File: src/rtl/alu_ctrl_stage_if.sv
// Handshake bundle between decode, the ALU-control stage and the EX stage.
// The slave modport is the stage's view; master is the surrounding pipeline's view.
interface alu_ctrl_stage_if #(
  parameter int unsigned OPCODE_LENGTH = 4,
  parameter int unsigned TAG_WIDTH     = 5
);
  logic                     in_valid;
  logic                     in_ready;
  logic [1:0]               ALUOp;
  logic [2:0]               Funct3;
  logic [6:0]               Funct7;
  logic                     Jump;
  logic [TAG_WIDTH-1:0]     in_tag;
  logic                     flush;
  logic                     out_valid;
  logic                     out_ready;
  logic [OPCODE_LENGTH-1:0] Operation;
  logic                     illegal;
  logic [TAG_WIDTH-1:0]     out_tag;

  modport master (
    output in_valid, ALUOp, Funct3, Funct7, Jump, in_tag, flush, out_ready,
    input  in_ready, out_valid, Operation, illegal, out_tag
  );

  modport slave (
    input  in_valid, ALUOp, Funct3, Funct7, Jump, in_tag, flush, out_ready,
    output in_ready, out_valid, Operation, illegal, out_tag
  );
endinterface

File: src/rtl/alu_ctrl_stage.sv
// ALU-control stage: decodes ALUOp/Funct3/Funct7/Jump into ALU operation codes
// and buffers {Operation, illegal, tag} in a 2-entry skid FIFO toward EX.
module alu_ctrl_stage #(
  parameter int unsigned OPCODE_LENGTH = 4,
  parameter int unsigned TAG_WIDTH     = 5
) (
  input  logic              clk,
  input  logic              reset,
  alu_ctrl_stage_if.slave   bus
);

  localparam int unsigned DEPTH   = 2;
  localparam int unsigned CNT_W   = 2;

  localparam logic [OPCODE_LENGTH-1:0] OP_AND  = OPCODE_LENGTH'(4'b0000);
  localparam logic [OPCODE_LENGTH-1:0] OP_OR   = OPCODE_LENGTH'(4'b0001);
  localparam logic [OPCODE_LENGTH-1:0] OP_ADD  = OPCODE_LENGTH'(4'b0010);
  localparam logic [OPCODE_LENGTH-1:0] OP_XOR  = OPCODE_LENGTH'(4'b0011);
  localparam logic [OPCODE_LENGTH-1:0] OP_SLL  = OPCODE_LENGTH'(4'b0100);
  localparam logic [OPCODE_LENGTH-1:0] OP_SRL  = OPCODE_LENGTH'(4'b0101);
  localparam logic [OPCODE_LENGTH-1:0] OP_SUB  = OPCODE_LENGTH'(4'b0110);
  localparam logic [OPCODE_LENGTH-1:0] OP_SRA  = OPCODE_LENGTH'(4'b0111);
  localparam logic [OPCODE_LENGTH-1:0] OP_BEQ  = OPCODE_LENGTH'(4'b1000);
  localparam logic [OPCODE_LENGTH-1:0] OP_BLT  = OPCODE_LENGTH'(4'b1001);
  localparam logic [OPCODE_LENGTH-1:0] OP_BGE  = OPCODE_LENGTH'(4'b1010);
  localparam logic [OPCODE_LENGTH-1:0] OP_BNE  = OPCODE_LENGTH'(4'b1011);
  localparam logic [OPCODE_LENGTH-1:0] OP_SLT  = OPCODE_LENGTH'(4'b1100);
  localparam logic [OPCODE_LENGTH-1:0] OP_JUMP = OPCODE_LENGTH'(4'b1111);
  localparam logic [OPCODE_LENGTH-1:0] OP_NONE = OPCODE_LENGTH'(4'b0000);

  logic [OPCODE_LENGTH-1:0] dec_op_c;
  logic                     dec_ill_c;
  logic                     f7_alt_c;
  logic                     unused_funct7_c;

  logic [CNT_W-1:0] count_q, count_d;
  logic             head_q, head_d;
  logic             tail_q, tail_d;
  logic             in_ready_q, in_ready_d;

  logic [OPCODE_LENGTH-1:0] op_mem  [DEPTH];
  logic                     ill_mem [DEPTH];
  logic [TAG_WIDTH-1:0]     tag_mem [DEPTH];

  logic out_valid_c;
  logic push_c;
  logic pop_c;

  assign f7_alt_c        = bus.Funct7[5];
  assign unused_funct7_c = ^{bus.Funct7[6], bus.Funct7[4:0]};

  // Instruction-field decode; Jump overrides everything else.
  always_comb begin
    dec_op_c  = OP_NONE;
    dec_ill_c = 1'b0;
    if (bus.Jump) begin
      dec_op_c = OP_JUMP;
    end else begin
      case (bus.ALUOp)
        2'b00: dec_op_c = OP_ADD;
        2'b01: begin
          case (bus.Funct3)
            3'b000:  dec_op_c = OP_BEQ;
            3'b001:  dec_op_c = OP_BNE;
            3'b100:  dec_op_c = OP_BLT;
            3'b101:  dec_op_c = OP_BGE;
            default: dec_ill_c = 1'b1;
          endcase
        end
        default: begin
          // R-type and I-type share the table; only R-type uses Funct7 to pick SUB.
          case (bus.Funct3)
            3'b000:  dec_op_c = (bus.ALUOp == 2'b10 && f7_alt_c) ? OP_SUB : OP_ADD;
            3'b111:  dec_op_c = OP_AND;
            3'b110:  dec_op_c = OP_OR;
            3'b100:  dec_op_c = OP_XOR;
            3'b001:  dec_op_c = OP_SLL;
            3'b101:  dec_op_c = f7_alt_c ? OP_SRA : OP_SRL;
            3'b010:  dec_op_c = OP_SLT;
            default: dec_ill_c = 1'b1;
          endcase
        end
      endcase
    end
  end

  assign out_valid_c = (count_q != '0);
  assign push_c      = bus.in_valid & in_ready_q;
  assign pop_c       = out_valid_c & bus.out_ready;

  // Pointer/count next-state; flush wins over any concurrent push or pop.
  always_comb begin
    count_d    = count_q;
    head_d     = head_q;
    tail_d     = tail_q;
    in_ready_d = in_ready_q;
    if (bus.flush) begin
      count_d    = '0;
      head_d     = 1'b0;
      tail_d     = 1'b0;
      in_ready_d = 1'b1;
    end else begin
      if (push_c) tail_d = ~tail_q;
      if (pop_c)  head_d = ~head_q;
      count_d    = count_q + CNT_W'(push_c) - CNT_W'(pop_c);
      in_ready_d = (count_d != CNT_W'(DEPTH));
    end
  end

  always_ff @(posedge clk or posedge reset) begin
    if (reset) begin
      count_q    <= '0;
      head_q     <= 1'b0;
      tail_q     <= 1'b0;
      in_ready_q <= 1'b1;
    end else begin
      count_q    <= count_d;
      head_q     <= head_d;
      tail_q     <= tail_d;
      in_ready_q <= in_ready_d;
    end
  end

  // Entry storage is not reset; visibility is gated by count.
  always_ff @(posedge clk) begin
    if (push_c && !bus.flush) begin
      op_mem[tail_q]  <= dec_op_c;
      ill_mem[tail_q] <= dec_ill_c;
      tag_mem[tail_q] <= bus.in_tag;
    end
  end

  assign bus.in_ready  = in_ready_q;
  assign bus.out_valid = out_valid_c;
  assign bus.Operation = out_valid_c ? op_mem[head_q]  : '0;
  assign bus.illegal   = out_valid_c ? ill_mem[head_q] : 1'b0;
  assign bus.out_tag   = out_valid_c ? tag_mem[head_q] : '0;

endmodule

File: src/flat_wrapper.sv
// flat-port wrapper written by rule: the top's interface ports become plain ports
module alu_ctrl_stage_flat 
#(
  parameter int unsigned OPCODE_LENGTH = 4,
  parameter int unsigned TAG_WIDTH     = 5
)
  (clk, reset, bus_in_valid, bus_ALUOp, bus_Funct3, bus_Funct7, bus_Jump, bus_in_tag, bus_flush, bus_out_ready, bus_in_ready, bus_out_valid, bus_Operation, bus_illegal, bus_out_tag);
  alu_ctrl_stage_if #(.OPCODE_LENGTH(OPCODE_LENGTH), .TAG_WIDTH(TAG_WIDTH)) bus_i ();
  input  logic clk;
  input  logic reset;
  input wire logic [$bits(bus_i.in_valid)-1:0] bus_in_valid;
  input wire logic [$bits(bus_i.ALUOp)-1:0] bus_ALUOp;
  input wire logic [$bits(bus_i.Funct3)-1:0] bus_Funct3;
  input wire logic [$bits(bus_i.Funct7)-1:0] bus_Funct7;
  input wire logic [$bits(bus_i.Jump)-1:0] bus_Jump;
  input wire logic [$bits(bus_i.in_tag)-1:0] bus_in_tag;
  input wire logic [$bits(bus_i.flush)-1:0] bus_flush;
  input wire logic [$bits(bus_i.out_ready)-1:0] bus_out_ready;
  output wire logic [$bits(bus_i.in_ready)-1:0] bus_in_ready;
  output wire logic [$bits(bus_i.out_valid)-1:0] bus_out_valid;
  output wire logic [$bits(bus_i.Operation)-1:0] bus_Operation;
  output wire logic [$bits(bus_i.illegal)-1:0] bus_illegal;
  output wire logic [$bits(bus_i.out_tag)-1:0] bus_out_tag;
  assign bus_i.in_valid = bus_in_valid;
  assign bus_i.ALUOp = bus_ALUOp;
  assign bus_i.Funct3 = bus_Funct3;
  assign bus_i.Funct7 = bus_Funct7;
  assign bus_i.Jump = bus_Jump;
  assign bus_i.in_tag = bus_in_tag;
  assign bus_i.flush = bus_flush;
  assign bus_i.out_ready = bus_out_ready;
  assign bus_in_ready = bus_i.in_ready;
  assign bus_out_valid = bus_i.out_valid;
  assign bus_Operation = bus_i.Operation;
  assign bus_illegal = bus_i.illegal;
  assign bus_out_tag = bus_i.out_tag;
  alu_ctrl_stage #(.OPCODE_LENGTH(OPCODE_LENGTH), .TAG_WIDTH(TAG_WIDTH)) u_core (.clk(clk), .reset(reset), .bus(bus_i));
endmodule
File: config.mk
export PLATFORM = sky130hd
export DESIGN_NAME = alu_ctrl_stage_flat
export DESIGN_NICKNAME = d
export VERILOG_FILES = /design/src/rtl/alu_ctrl_stage_if.sv /design/src/rtl/alu_ctrl_stage.sv /design/src/flat_wrapper.sv
export SDC_FILE = /design/constraint.sdc
export NUM_CORES = 1
export LEC_CHECK = 0
export ABC_AREA = 1
export ABC_CLOCK_PERIOD_IN_PS = 4300
export BUFFER_PORTS_ARGS = -buffer_cell sky130_fd_sc_hd__buf_2
export CAP_MARGIN = 15
export CORE_AREA = 2 2 57 65
export DETAILED_ROUTE_END_ITERATION = 6
export DIE_AREA = 0 0 59 67
export GPL_ROUTABILITY_DRIVEN = 0
export PLACE_DENSITY = 0.74
export SYNTH_ARGS = -nofsm -noshare
export SYNTH_HDL_FRONTEND = slang
export SYNTH_SLANG_ARGS = --single-unit
File: constraint.sdc
create_clock -name clk -period 4.3 [get_ports clk]
set_input_delay 0 -clock clk [delete_from_list [all_inputs] [get_ports clk]]
set_output_delay 0 -clock clk [all_outputs]
set_load 0.05 [all_outputs]
* Word level (Yosys, flattened, before mapping) *
Memory sizes are Yosys's and may differ from the RTL's.
Index checks and enable logic that the tools add are counted.

word-level totals
  bits in registers = 5
  memory bits (writable) = 20
  bits of input ports = 23
  output and inout bits = 12
  word-level logic and storage cells = 53
  memories kept = 3

cells by class
  $add $sub $neg = 2
  eq/ne operators = 9
  mux-type cells = 21
  bitwise gates (word level) = 4
  reductions and logical operators = 10

memory list
  name            depth  bits a word  read ports  clocked after Yosys merged registers in  wr ports  line                  RTL
  u_core.tag_mem  2      5            1           0                                        1         alu_ctrl_stage.sv:43  logic [TAG_WIDTH-1:0] tag_mem [DEPTH];
  u_core.op_mem   2      4            1           0                                        1         alu_ctrl_stage.sv:41  logic [OPCODE_LENGTH-1:0] op_mem [DEPTH];
  u_core.ill_mem  2      1            1           0                                        1         alu_ctrl_stage.sv:42  logic ill_mem [DEPTH];

operators by type and width
  operator            count
  $pmux 4 s6          1
  $pmux 4 s4          1
  $eq 3x3->1 const B  4
  $mux 1              11
  $mux 4              2
  $pmux 4 s2          1
  $reduce_or 7->1     1
  $reduce_bool 2->1   3
  $mux 5              1
  $mux 2              2
  $reduce_or 4->1     1
  $eq 3x1->1 const B  1
  $eq 3x2->1 const B  1
  $logic_not 3->1     1
  $mux 3              1
  $add 2x1->2         1
  $and 1x1->1         2
  $eq 2x1->1 const B  1
  $eq 2x2->1 const B  1
  $logic_and 1x1->1   2
  $logic_not 2->1     1
  $ne 2x2->1 const B  1
  $not 1->1           2
  $pmux 1 s2          1
  2 further kinds     2

* Longest topological paths before layout *
  word-level depth = 6
  mapped depth = 9
  mapped depth without buffers = 9

* Worst setup path after synthesis *
No wires, ideal clock.

  path type = register to register
  from = register u_core.in_ready_q, in the netlist u_core.bus.in_ready
  to = memory u_core.ill_mem[1] (enable)
  setup time = 0.390 ns
  arrival = 1.544 ns
  data required time = 3.910 ns
  slack = 2.367 ns
  stages on the path, launching flop included = 3
  buffers on the path = 0
  clock period less this slack = 1.933 ns
  cells stage by stage = dfstp_2 nand2_1 nor3_1

on the way
  word-level cells in the longest chain between the ends = 4

RTL lines
  what                          line                   RTL
  start, declared               alu_ctrl_stage.sv:39   logic in_ready_q, in_ready_d;
  start signal, assigned        alu_ctrl_stage.sv:120  in_ready_q <= in_ready_d;
  $and 1x1->1                   alu_ctrl_stage.sv:88   assign push_c = bus.in_valid & in_ready_q;
  $logic_and 1x1->1             alu_ctrl_stage.sv:126  if (push_c && !bus.flush) begin
  $mux 1                        alu_ctrl_stage.sv:126
  $mux 1 (implied by the code)  alu_ctrl_stage.sv:128  ill_mem[tail_q] <= dec_ill_c;
  end, declared                 alu_ctrl_stage.sv:42

Every way passes these cells.

* Worst setup path in the final report *
  from = register u_core.count_q[1]
  to = register u_core.in_ready_q, in the netlist u_core.bus.in_ready

on the way
  word-level cells in the longest chain between the ends = 5
  elaborated cells on any way between the ends = 6
  those cells by class = add/sub (2); eq/ne (1); mux (1); bitwise (1); reduce/logical (1)

RTL lines
  what                                                                 line                   RTL
  start, declared                                                      alu_ctrl_stage.sv:36   logic [CNT_W-1:0] count_q, count_d;
  start signal, assigned                                               alu_ctrl_stage.sv:117  count_q <= count_d;
  parallel branches: the longest is 2 deep, another holds $add 2x1->2  n/a
  $sub 2x1->2 *                                                        alu_ctrl_stage.sv:105  count_d = count_q + CNT_W'(push_c) - CNT_W'(pop_c);
  $ne 2x2->1 *                                                         alu_ctrl_stage.sv:106  in_ready_d = (count_d != CNT_W'(DEPTH));
  $mux 1 *                                                             alu_ctrl_stage.sv:97   if (bus.flush) begin
  net u_core.in_ready_d                                                alu_ctrl_stage.sv:39

Mark *: on every way through the listed nets, which the timed path passes.
A chain may end at the register's enable or synchronous reset.

==> impl_metrics.csv <==
group,metric,value,unit
run_status,status,"completed",
timing,max_slew_margin,70.52,%
flow_run,max-cap-violations,0,
placement,numPortBuffers,28,
clocking,cts_setup_buffers,0,
final_layout,diodes,0,
routing,ant_nets,0,
timing,rsz0062_at_grt,"no",
routing,first_iter_violations,15,
yosys,synth_top_family_by_area,"simple AND/OR/NAND/NOR gates",
routing,viasPerCell,4.709,
yosys,syn_inst,129,
timing,final.period_utilization,41.28,%
clocking,cts_tree,"done",
critical_path,crit_cells,7,
routing,wirelength,2.214,mm
critical_path,r2r.worst_path.cells,7,
global_routing,grt_use_total,11.88,%
critical_path,cp-start-kind,"flop",
clocking,cts_inserted_buffers,3,
floorplan,io_pins,35,
yosys,syn_nets,155,
global_routing,grt_max_degree,16,
critical_path,critPathMaxStageDelay,440,ps
floorplan,initial_core_util,39.29,%
critical_path,critical-path-top-delay-family,"simple AND/OR/NAND/NOR gates",
clocking,htree_levels,1,
final_layout,final_layout_size_suffix_gt1_share,35.33,%
timing,fin_setup_tns,0,ps
yosys,synthAdderAreaFrac,2.941,%
yosys,ys_seq_area_share,56.96,%
critical_path,r2r_setup_slack,2530,ps
floorplan,fp.dieH,67,µm
yosys,synth_commonest_cells,"nand2_1, edfxtp_1, inv_1, a21oi_2",
power,intPower,0.0004598,W
floorplan,fp.dieW,59,µm
power,seqPwrFrac,36.3,%
yosys,syn_area,1276,µm²
critical_path,crit_buf_inv,2,
clocking,clock_path_buffers,2,
yosys,synth.top_cell.area_share,47.06,%
yosys,ys_ff_latch,25,
routing,drc_errors,0,
timing,min_period,1775,ps
floorplan,die_area,3953,µm²
yosys,synth_compound_area_share,8.529,%
yosys,yosys.area_share.simple,23.82,%
critical_path,cp_slowest_cell,"dfrtp_1",
routing,wl_per_cell,10.91,µm
placement,hpwlAfterDp,1.655,mm
timing,worst_slew_pin_slew,441.2,ps
yosys,synthTopCellsByArea,"edfxtp_1, nand2_1, dfrtp_1",
clocking,clock_sinks,25,
power,switching_share,49.19,%
global_routing,grt.overflow.total,0,
floorplan,placementRows,22,
routing,dr.pass1.iters,4,
min_path,hp-class,"primary input to flop",
yosys,yosysUniqueCellTypes,22,
yosys,synth_xor_area_share,0,%
power,p_comb_share,52.7,%
timing,setup_ws,2525,ps
final_layout,ff_latch_area,726.9,µm²
yosys,synthFlopType,"edfxtp_1",
placement,post-place-ws,2543,ps
power,ir_drop,0.1451,mV
final_layout,multiInputGateArea,450.4,µm²
final_layout,syn_to_final_growth,22.06,%
final_layout,n_fill_cell,294,
clocking,clk_latency,300,ps
floorplan,core,3248,µm²
power,p_leak,0.6985,nW
timing,max_freq,563.4,MHz
timing,hold_violations,0,
yosys,synth_top_cell_by_area,"edfxtp_1",
timing,holdWs,40.46,ps
global_routing,grt_antenna_before_repair,0,
yosys,ys_async_sr_fraction,20.00,%
clocking,cts-root-buf,"clkbuf_4",
yosys,synth-warning-count,0,
critical_path,crit_fanout,13,
critical_path,cp_cell_sequence,"nor2_4 > nor2_2 > ha_1 > inv_1 > ha_1 > inv_1 > nand4_1",
power,clockPowerShare,11.0,%
critical_path,arrival,2010,ps
critical_path,setup.worst_path.class,"flop to flop",
global_routing,grt_pass1_wl,3.567,mm
yosys,yosysMostFrequentCell,"nand2_1",
timing,clock_skew,4.033,ps
final_layout,nets,194,
critical_path,crit_start,"u_core.count_q[1]$_DFF_PP0_",
yosys,synth_edf_count,20,
global_routing,grt_pass1_vias,925,
critical_path,endpoint,"u_core.bus.in_ready$_DFF_PP1_",
critical_path,end_kind,"flop",
clocking,cts.reportedPaths.clkPinSlew,130,ps
routing,vias,956,
critical_path,reg2reg_from,"u_core.count_q[1]$_DFF_PP0_",
yosys,syn_avg_cell_area,9.893,µm²
power,power_density,581.0,nW/µm²
power,switchingPower,0.0004452,W
timing,setup_viol,0,
timing,drv_slew,0,
yosys,synth_mux_area_share,0,%
critical_path,crit_required,4530,ps
critical_path,r2r-end,"u_core.bus.in_ready$_DFF_PP1_",
[sequential cells by signal, summed over array words and instances (netlist names)]
register / count
u_core.bus.in_ready: 1
u_core.count_q: 2
u_core.head_q: 1
u_core.ill_mem: 2
u_core.op_mem: 8
u_core.tag_mem: 10
u_core.tail_q: 1
[metrics by stage]
| step | power [W] | utilization (%) | cells | instance area, µm² |
|---|---|---|---|---|
| 5_1_grt | 0.0009652 | 47.96 | 203 | 1558 |
| 6_report | 0.0009050 | 47.96 | 203 | 1558 |
| 3_3_place_gp | 0.0007953 | 44.26 | 190 | 1438 |
| 4_1_cts | 0.0009174 | 47.96 | 203 | 1558 |
| 2_1_floorplan | 0.0007248 | - | 129 | 1276 |
| 3_5_place_dp | 0.0008084 | 44.26 | 190 | 1438 |
[final cells by class]
cell class	instances	share of cell area [%]
clock inverters	1	0.4819
flip-flops and latches	25	46.67
multi-input cells	82	28.92
well taps	36	2.892
repair buffers	38	15.26
inverters	18	4.337
clock buffers	3	1.446
[how the worst min path moves through the flow]
stage | start | to | slack (ps) | depth (start not counted)
after floorplan | reset | u_core.count_q[0]$_DFF_PP0_ | -220 | 1
after global placement | reset | u_core.tail_q$_DFFE_PP0P_ | -100 | 2
after detailed placement | reset | u_core.tail_q$_DFFE_PP0P_ | -90 | 2
after CTS | bus_out_ready | u_core.head_q$_DFFE_PP0P_ | 20 | 4
after global routing | bus_out_ready | u_core.head_q$_DFFE_PP0P_ | 50 | 4
final | bus_out_ready | u_core.head_q$_DFFE_PP0P_ | 40 | 4
[cells by family (layout without fill, tap and decap cells)]
kind of cell | Yosys count | after routing
DFF | 25 | 25
AOI/OAI and AO/OA | 15 | 15
adders and majority gates | 3 | 3
buffers and inverters | 22 | 60
and+or+nand+nor | 64 | 64
[repair_timing]
| item | 4_1_cts | 5_1_grt |
|---|---|---|
| hold endpoints to repair | 20 | 0 |
| hold buffers | 9 | 0 |
| resized for setup | 0 | 0 |
[power groups by stage]
stage | combinational, W | clock [W] | sequential, W
after floorplan | 0.000384 | 0 | 0.000340
after global placement | 0.000463 | 0 | 0.000333
after detailed placement | 0.000474 | 0 | 0.000334
after CTS | 0.000481 | 0.000107 | 0.000329
after global routing | 0.000518 | 0.000117 | 0.000331
final | 0.000477 | 0.0000998 | 0.000328
[worst register-to-register path: cells and delay by family, from the launching register on]
kind / cells / cell delay (ps)
buf+inv: 2 / 110
fa+ha+maj: 2 / 570
simple gates: 3 / 580
flops: 1 / 440
[placed cells by master (no fill, tap or decap), types with 4 or more instances in the layout]
cell type	n
inv_2	4
a21oi_2	9
nand2_2	4
buf_2	28
edfxtp_1	20
inv_1	14
dlygate4sd3_1	9
a21oi_1	4
nand2_1	36
nor2_1	6
dfrtp_1	4
nand3_1	6
[per-layer routing]
layer / up-vias / share of wire [%] / global-route usage [%]
met5: - / 0 / 0
li1: 496 / - / -
met2: 22 / 58 / 24.31
met3: 2 / 2.7 / 0.7767
met1: 436 / 38 / 11.40
met4: 0 / 1.0 / 5.966
Power figures use the tool's default switching activity.
